==> config.mk <==
export PLATFORM = sky130hd
export DESIGN_NAME = seq_divider
export DESIGN_NICKNAME = d
export VERILOG_FILES = /design/src/rtl/div_pkg.sv /design/src/rtl/div_datapath.sv /design/src/rtl/seq_divider.sv
export SDC_FILE = /design/constraint.sdc
export NUM_CORES = 1
export LEC_CHECK = 0
export BUFFER_PORTS_ARGS = -buffer_cell sky130_fd_sc_hd__buf_2
export CORE_MARGIN = 2
export CORE_UTILIZATION = 60
export DETAILED_ROUTE_END_ITERATION = 7
export PLACE_DENSITY = 0.82
export SYNTH_ARGS = -nofsm -noshare
export SYNTH_HDL_FRONTEND = slang
export SYNTH_SLANG_ARGS = --single-unit
==> constraint.sdc <==
create_clock -name clk -period 6.4 [get_ports clk]
set_clock_uncertainty 0.2 [all_clocks]
set_input_delay 0.64 -clock clk [delete_from_list [all_inputs] [get_ports clk]]
set_output_delay 0.64 -clock clk [all_outputs]
set_load 0.02 [all_outputs]
==> src/rtl/div_pkg.sv <==
// Shared types and constants for the sequential restoring divider.
package div_pkg;

    localparam int DIV_WIDTH = 8;

    typedef enum logic [2:0] {
        S_IDLE = 3'd0,
        S_LOAD = 3'd1,
        S_ITER = 3'd2,
        S_FIX  = 3'd3,
        S_DONE = 3'd4
    } div_state_e;

endpackage

==> src/rtl/div_datapath.sv <==
// Shift/subtract datapath for seq_divider: operand latches, magnitude conversion,
// one restoring step per iter cycle and the final sign correction.
module div_datapath
    import div_pkg::*;
#(
    parameter int WIDTH = DIV_WIDTH
) (
    input  logic             clk,
    input  logic             rst_n,
    input  logic             ld_i,
    input  logic             clr_i,
    input  logic             iter_i,
    input  logic             fix_i,
    input  logic             signed_mode_i,
    input  logic [WIDTH-1:0] dividend_i,
    input  logic [WIDTH-1:0] divisor_i,
    output logic             cnt_last_o,
    output logic             vz_o,
    output logic [WIDTH-1:0] quot_o,
    output logic [WIDTH-1:0] rem_o,
    output logic             dz_o,
    output logic             ovf_o
);

    localparam int CW = $clog2(WIDTH + 1);
    localparam logic [WIDTH-1:0] MIN_NEG = {1'b1, {(WIDTH-1){1'b0}}};

    logic [WIDTH-1:0] d_q, d_d;
    logic [WIDTH-1:0] v_q, v_d;
    logic [WIDTH-1:0] p_q, p_d;
    logic [CW-1:0]    cnt_q, cnt_d;
    logic             sm_q, sm_d;
    logic             sign_q_q, sign_q_d;
    logic             sign_r_q, sign_r_d;
    logic             ovf_pend_q, ovf_pend_d;
    logic [WIDTH-1:0] quot_q, quot_d;
    logic [WIDTH-1:0] rem_q, rem_d;
    logic             dz_q, dz_d;
    logic             ovf_q, ovf_d;

    // P' is one bit wider than P; after the conditional subtract it always
    // fits back into WIDTH bits because the result is below |divisor|.
    logic [WIDTH:0]   p_shift;
    logic [WIDTH-1:0] p_sub;
    logic             ge;
    logic             d_neg, v_neg;
    logic [WIDTH-1:0] d_mag, v_mag;

    always_comb begin
        p_shift = {p_q, d_q[WIDTH-1]};
        ge      = (p_shift >= {1'b0, v_q});
        p_sub   = p_shift[WIDTH-1:0] - v_q;
        d_neg   = sm_q & d_q[WIDTH-1];
        v_neg   = sm_q & v_q[WIDTH-1];
        d_mag   = d_neg ? (~d_q + 1'b1) : d_q;
        v_mag   = v_neg ? (~v_q + 1'b1) : v_q;
    end

    always_comb begin
        d_d        = d_q;
        v_d        = v_q;
        p_d        = p_q;
        cnt_d      = cnt_q;
        sm_d       = sm_q;
        sign_q_d   = sign_q_q;
        sign_r_d   = sign_r_q;
        ovf_pend_d = ovf_pend_q;
        quot_d     = quot_q;
        rem_d      = rem_q;
        dz_d       = dz_q;
        ovf_d      = ovf_q;

        if (ld_i) begin
            d_d  = dividend_i;
            v_d  = divisor_i;
            sm_d = signed_mode_i;
        end else if (clr_i) begin
            ovf_d = 1'b0;
            if (vz_o) begin
                quot_d = '1;
                rem_d  = d_q;
                dz_d   = 1'b1;
            end else begin
                dz_d       = 1'b0;
                d_d        = d_mag;
                v_d        = v_mag;
                sign_q_d   = d_neg ^ v_neg;
                sign_r_d   = d_neg;
                ovf_pend_d = sm_q && (d_q == MIN_NEG) && (v_q == '1);
                p_d        = '0;
                cnt_d      = CW'(WIDTH);
            end
        end else if (iter_i) begin
            p_d   = ge ? p_sub : p_shift[WIDTH-1:0];
            d_d   = {d_q[WIDTH-2:0], ge};
            cnt_d = cnt_q - 1'b1;
        end else if (fix_i) begin
            // -2^(W-1)/-1 wraps naturally to MIN_NEG with a zero remainder.
            quot_d = sign_q_q ? (~d_q + 1'b1) : d_q;
            rem_d  = sign_r_q ? (~p_q + 1'b1) : p_q;
            ovf_d  = ovf_pend_q;
        end
    end

    always_ff @(posedge clk or negedge rst_n) begin
        if (!rst_n) begin
            d_q        <= '0;
            v_q        <= '0;
            p_q        <= '0;
            cnt_q      <= '0;
            sm_q       <= 1'b0;
            sign_q_q   <= 1'b0;
            sign_r_q   <= 1'b0;
            ovf_pend_q <= 1'b0;
            quot_q     <= '0;
            rem_q      <= '0;
            dz_q       <= 1'b0;
            ovf_q      <= 1'b0;
        end else begin
            d_q        <= d_d;
            v_q        <= v_d;
            p_q        <= p_d;
            cnt_q      <= cnt_d;
            sm_q       <= sm_d;
            sign_q_q   <= sign_q_d;
            sign_r_q   <= sign_r_d;
            ovf_pend_q <= ovf_pend_d;
            quot_q     <= quot_d;
            rem_q      <= rem_d;
            dz_q       <= dz_d;
            ovf_q      <= ovf_d;
        end
    end

    assign cnt_last_o = (cnt_q == CW'(1));
    assign vz_o       = (v_q == '0);
    assign quot_o     = quot_q;
    assign rem_o      = rem_q;
    assign dz_o       = dz_q;
    assign ovf_o      = ovf_q;

endmodule

==> src/rtl/seq_divider.sv <==
// Multi-cycle signed/unsigned divider: controller FSM around div_datapath,
// one quotient bit per ITER cycle, start/done handshake.
//
//  state  | meaning
//  IDLE   | after reset, waiting for the first start
//  LOAD   | divide-by-zero check, magnitudes and signs captured
//  ITER   | one restoring shift/subtract step per cycle, WIDTH cycles
//  FIX    | sign correction of quotient/remainder, overflow flag
//  DONE   | result valid and held; start launches the next division
module seq_divider
    import div_pkg::*;
#(
    parameter int WIDTH = DIV_WIDTH
) (
    input  logic             clk,
    input  logic             rst_n,
    input  logic             start,
    input  logic             signed_mode,
    input  logic [WIDTH-1:0] dividend,
    input  logic [WIDTH-1:0] divisor,
    output logic [WIDTH-1:0] quotient,
    output logic [WIDTH-1:0] remainder,
    output logic             busy,
    output logic             done,
    output logic             div_by_zero,
    output logic             overflow
);

    div_state_e state_q, state_d;
    logic       ld, clr, iter, fix;
    logic       cnt_last, vz;

    always_ff @(posedge clk or negedge rst_n) begin
        if (!rst_n) begin
            state_q <= S_IDLE;
        end else begin
            state_q <= state_d;
        end
    end

    always_comb begin
        state_d = state_q;
        ld      = 1'b0;
        clr     = 1'b0;
        iter    = 1'b0;
        fix     = 1'b0;
        unique case (state_q)
            S_IDLE, S_DONE: begin
                if (start) begin
                    ld      = 1'b1;
                    state_d = S_LOAD;
                end
            end
            S_LOAD: begin
                clr     = 1'b1;
                state_d = vz ? S_DONE : S_ITER;
            end
            S_ITER: begin
                iter = 1'b1;
                if (cnt_last) begin
                    state_d = S_FIX;
                end
            end
            S_FIX: begin
                fix     = 1'b1;
                state_d = S_DONE;
            end
            default: state_d = S_IDLE;
        endcase
    end

    assign busy = (state_q == S_LOAD) || (state_q == S_ITER) || (state_q == S_FIX);
    assign done = (state_q == S_DONE);

    div_datapath #(
        .WIDTH (WIDTH)
    ) u_dp (
        .clk           (clk),
        .rst_n         (rst_n),
        .ld_i          (ld),
        .clr_i         (clr),
        .iter_i        (iter),
        .fix_i         (fix),
        .signed_mode_i (signed_mode),
        .dividend_i    (dividend),
        .divisor_i     (divisor),
        .cnt_last_o    (cnt_last),
        .vz_o          (vz),
        .quot_o        (quotient),
        .rem_o         (remainder),
        .dz_o          (div_by_zero),
        .ovf_o         (overflow)
    );

endmodule

==> results of run 1 <==
-- worst max path at each step --
stage	endpoint	cells after the start	startpoint	slack [ns]
2_1_floorplan	u_dp.d_q[0]	7	u_dp.v_q[1]	4.10
4_1_cts	u_dp.d_q[5]	4	state_q[1]	3.75
3_5_place_dp	u_dp.d_q[3]	5	state_q[1]	3.76
3_3_place_gp	u_dp.d_q[3]	5	state_q[1]	3.80
5_1_grt	u_dp.p_q[7]	6	u_dp.v_q[6]	3.46
6_report	u_dp.p_q[7]	6	u_dp.v_q[6]	3.70
-- power breakdown --
part           internal [uW]  switching, uW
combinational            457            670
sequential               479            183
clock                   77.7            110
total                   1010            962
-- metal layers --
layer | global-route usage [%] | vias to the layer above | wire, um
met5 | 0 | - | 0
met4 | 8.10 | 0 | 130
li1 | - | 1420 | -
met1 | 36.7 | 1351 | 3460
met3 | 4.09 | 14 | 359
met2 | 41.8 | 85 | 3460
-- layout by cell type (no fill, tap or decap), types with 5 or more instances in the layout --
master and count:
buf_2 39, o31ai_1 7, nand4_1 6, inv_1 21
nand3_1 12, ha_1 14, o21ai_0 29, xor2_1 10
nor2b_1 5, o211ai_1 7, nand2_1 54, dfrtp_1 53
xnor2_1 18, clkbuf_8 5, nor2_1 28, mux2i_1 7
o21ai_1 6, a21oi_1 19
-- kinds of logic after synthesis --
family                     Yosys count  synth area share [%]
AOI/OAI and AO/OA                  102                  19.9
buffers and inverters               45                  5.64
muxes                                7                  2.08
adders and majority gates           15                  5.79
DFF                                 53                  39.3
and+or+nand+nor                    136                  19.9
xor gates and xnor gates            28                  7.28
-- metrics by stage --
step                hold slack [ns]  power (uW)
floorplan                     0.144        1530
global placement              0.258        1750
detailed placement            0.269        1780
CTS                           0.269        1970
global route                  0.307        2160
finish                        0.243        1980
-- registers in the layout, indices dropped and copies added (netlist names) --
register	count
u_dp.cnt_q	4
u_dp.p_q	8
u_dp.quot_o	8
u_dp.sign_q_q	1
u_dp.rem_o	8
u_dp.dz_o	1
u_dp.v_q	8
u_dp.ovf_o	1
u_dp.sign_r_q	1
state_q	3
u_dp.ovf_pend_q	1
u_dp.d_q	8
u_dp.sm_q	1
-- final cells by class --
type / instances / area, um2
clock buffer: 7 / 76.3
clock inverter: 1 / 7.51
fill: 461 / 1820
inverter: 21 / 78.8
multi-input combinational: 288 / 1860
sequential: 53 / 1330
tap: 72 / 90.1
timing repair buffer: 41 / 210
-- worst register-to-register path, stage by stage (launching register included) --
cell and delay (ns):
dfrtp_1 0.40, inv_1 0.10, ha_1 0.33, a21o_1 0.25
a211oi_1 0.87, a22oi_1 0.22, o31ai_1 0.24
==> results_dict.tcl, run 1 <==
set metrics [dict create \
    outcome "finished, final reports clean" \
    post_cts_buffers 0 \
    min-delay-path-class "primary input to async pin" \
    post-route-period-util_pct 42.2 \
    track_usage_pct 26.1 \
    grt_antenna_before_repair 0 \
    worstPathRequired_ns 6.41 \
    synth-seq-area-share_pct 39.3 \
    tightest_slew_ns 1.10 \
    end_kind "flop" \
    final_area_mm2 0.00365 \
    dp.cells 475 \
    clk_pin_slew_ns 0.09 \
    rr_startpoint "u_dp.v_q[6]" \
    synth_most_common_cell "nand2_1" \
    nets 445 \
    numClockSinks 53 \
    cts_buffer_depth 2 \
    max_cap_violations 0 \
    cp_max_fo 9 \
    layout_min_cycle_time_ns 2.70 \
    numPortBuffers 39 \
    yosysTopAreaCell "dfrtp_1" \
    crit_arrival_ns 2.71 \
    final_core_util_pct 66.7 \
    ff2ff_setup_slack_ns 3.70 \
    io_pins 40 \
    place_area_mm2 0.00356 \
    syn-mean-instance-area_um2 8.73 \
    grt_max_degree 54 \
    crit_path_max_incr_delay_ns 0.87 \
    synth.area.top_cells "dfrtp_1 (39%), nand2_1 (6.0%), ha_1 (5.2%)" \
    wl_per_cell_um 15.3 \
    final_cells 483 \
    ant_nets 0 \
    clk-insertion-delay-late_ns 0.31 \
    rows 27 \
    fp.dieW_um 79.0 \
    slew_violations 0 \
    drt_iter0_markers 193 \
    tritoncts "yes" \
    via_per_inst 5.94 \
    start_util_pct 61.6 \
    synth.distinct_cells 61 \
    gp_congestion 0.836 \
    syn_to_final_growth_pct 8.24 \
    route.vias.total 2870 \
    grt_first_pass_wirelength_um 12800 \
    finalHoldViolCount 0 \
    finalSetupViolations 0 \
    reg2reg_depth 6 \
    synth_edf_count 0 \
    synth_flop_cell "dfrtp_1" \
    cts_buffers 5 \
    die-area_mm2 0.00623 \
    critPathTopFamily "compound AO/OA/AOI/OAI gates" \
    tns_ns 0 \
    pwr_density_cell_mw_per_mm2 542 \
    synth_nets 421 \
    grt-ovfl-total 0 \
    p_leak_uw 0.00166 \
    cts_root_buffer "clkbuf_8" \
    worstReg2RegEnd "u_dp.p_q[7]" \
    h-tree-depth 2 \
    drc 0 \
    grt_pass1_vias 2700 \
    hpwl_um 5390 \
    crit_type "flop to flop" \
    rsz0062_at_grt "false" \
    slew_headroom_pct 26.6 \
    die_height_um 79.0 \
    max_freq_mhz 371 \
    hold_buffers 0 \
    synth_seq_cells 53 \
    ir_worst_vdd_mv 0.321 \
    synthCells 386 \
    cts-resized-gates 0 \
    worst-path-buf-inv 1 \
    num_antenna_cells 0 \
    drive_gt1_share_pct 13.9 \
    setup_ws_ns 3.70 \
    async_reset_ff_share_pct 100 \
    wirelength_um 7410 \
    path_cells "inv_1 -> ha_1 -> a21o_1 -> a211oi_1 -> a22oi_1 -> o31ai_1" \
    firstDrtPassIters 5 \
    syn_area_mm2 0.00337 \
    cp_slowest_cell "a211oi_1" \
    start_kind "flop" \
    core_area_mm2 0.00547 \
    dp_slack_ns 3.76 \
    netlist.area_leader.share_pct 39.3 \
    yosys_warnings 0 \
    synth_common_cells "nand2_1 (54), dfrtp_1 (53), o21ai_0 (29)" \
]
Note: power is estimated with default switching activity, not from simulation.
==> run 2: changes to the inputs <==
- CORE_UTILIZATION: 60 -> 59
- PLACE_DENSITY: 0.82 -> 0.81
- clock period: 6.4 -> 2.7 ns (I/O delays scaled with it)
==> run 2 against run 1 <==
Net effect:
- maximum frequency grew 11%
- wire length grew 5.9%
- global-route usage is 0.80 points higher
- sequential share of layout area is 1.6 points lower
- hold slack worse by 0.20 ns
- power up 140%
- clock power is 130% higher
- non-clock buffer count is 20 higher
- critical endpoint is now u_dp.ovf_pend_q
- largest cell class unchanged
==> results_dict.tcl, run 2 (synthesis gave the netlist of run 1 again) <==
set metrics [dict create \
    track_usage_pct 26.9 \
    start_util_pct 61.2 \
    holdPathStages 3 \
    drc 0 \
    die_height_um 79.6 \
    wirelength_um 7850 \
    tritoncts "yes" \
    slew_headroom_pct 65.8 \
    final_common_cell "nand2_1" \
    drive_gt1_share_pct 15.3 \
    numPortBuffers 39 \
    cts-resized-gates 0 \
    p_leak_uw 0.00175 \
    nets 465 \
    ir_worst_vdd_mv 0.631 \
    cts_buffer_depth 2 \
    grt_antenna_before_repair 0 \
    grt-ovfl-total 0 \
    via_per_inst 5.91 \
    tns_ns 0 \
    clk_pin_slew_ns 0.09 \
    max_cap_violations 0 \
    rr_startpoint "u_dp.d_q[0]" \
    post-route-period-util_pct 90.2 \
    start_kind "flop" \
    grt_max_degree 24 \
    hpwl_um 5900 \
    die-area_mm2 0.00633 \
    io_pins 40 \
    fill_cells 434 \
    gp_congestion 0.915 \
    finalHoldViolCount 0 \
    ant_nets 0 \
    grt_first_pass_wirelength_um 13300 \
    route.vias.total 2972 \
    cp_max_fo 5 \
    core_area_mm2 0.00551 \
    crit_arrival_ns 2.47 \
    worstPathRequired_ns 2.73 \
    hold_end "u_dp.v_q[5]" \
    slew_violations 0 \
    crit_type "flop to flop" \
    numClockSinks 53 \
    post_cts_buffers 0 \
    wl_per_cell_um 15.6 \
    outcome "finished, final reports clean" \
    h-tree-depth 2 \
    max_freq_mhz 411 \
    layout_min_cycle_time_ns 2.43 \
    tightest_slew_ns 0.512 \
    layout_common_cells "nand2_1 (54), dfrtp_1 (53), buf_2 (39), o21ai_0 (29), nor2_1 (28)" \
    dp.cells 485 \
    min_from "divisor[5]" \
    min-delay-path-class "primary input to flop" \
    finalSetupViolations 0 \
    ff2ff_setup_slack_ns 0.27 \
    drt_iter0_markers 208 \
    num_antenna_cells 0 \
    pwr_density_cell_mw_per_mm2 1260 \
    clk-insertion-delay-late_ns 0.30 \
    hold_buffers 10 \
    rsz0062_at_grt "false" \
    firstDrtPassIters 5 \
    end_kind "flop" \
    reg2reg_depth 6 \
    cts_buffers 5 \
    syn_to_final_growth_pct 13.3 \
    rows 27 \
    place_area_mm2 0.00364 \
    power_uw 4800 \
    cts_root_buffer "clkbuf_8" \
    final_area_mm2 0.00382 \
    grt_pass1_vias 2816 \
    final_cells 503 \
    final_core_util_pct 69.4 \
    fp.dieW_um 79.6 \
    worstReg2RegEnd "u_dp.ovf_pend_q" \
]
==> run 2: cell count changes in the layout (fill, tap and decap cells not counted), sizes merged <==
| cell | change |
|---|---|
| clkinvlp | -1 |
| clkbuf | +1 |
| dlygate4sd3 | +10 |
| buf | +10 |
==> run 2: worst max-delay path by stage <==
stage,startpoint,endpoint,cells after the start
after detailed placement,u_dp.d_q[0],u_dp.ovf_pend_q,6
final,u_dp.d_q[0],u_dp.ovf_pend_q,6
after CTS,u_dp.d_q[0],u_dp.ovf_pend_q,6
after global placement,u_dp.d_q[0],u_dp.ovf_pend_q,6
after floorplan,u_dp.v_q[1],u_dp.d_q[0],7
after global routing,u_dp.d_q[7],u_dp.p_q[6],9
==> run 2: per-layer routing <==
metal / part of all wire (%) / global-route usage (%)
met2: 49 / 44.5
met5: 0 / 0
met4: 1.6 / 8.79
met1: 45 / 36.3
met3: 5.2 / 4.07
==> run 2: area by class of cell <==
| type | instances | area [um2] | area share, % |
|---|---|---|---|
| multi-input combinational | 288 | 1860 | 48.7 |
| sequential | 53 | 1330 | 34.7 |
| timing repair buffer | 61 | 385 | 10.1 |
| tap | 72 | 90.1 | 2.36 |
| clock buffer | 8 | 80.1 | 2.10 |
| inverter | 21 | 78.8 | 2.06 |
==> run 2: worst max-delay path, cell delays in order (launching register included) <==
cell and delay (ns):
dfrtp_1 0.40, inv_1 0.15, ha_1 0.24, or3b_4 0.42, or3_4 0.36, or4_1 0.47, o21ai_1 0.12
==> run 2: where the power goes <==
group | switching (uW) | leakage, uW | total (uW) | internal, uW
logic | 1680 | 0.00105 | 2840 | 1160
clock network | 238 | 0.0000395 | 422 | 185
registers | 398 | 0.000658 | 1530 | 1140
==> run 2: metrics by stage <==
stage / setup WS, ns / hold slack, ns
5_1_grt: 0.155 / 0.0683
3_3_place_gp: 0.378 / -0.0287
4_1_cts: 0.285 / 0.0160
2_1_floorplan: 0.402 / -0.226
3_5_place_dp: 0.307 / -0.0317
6_report: 0.266 / 0.0436
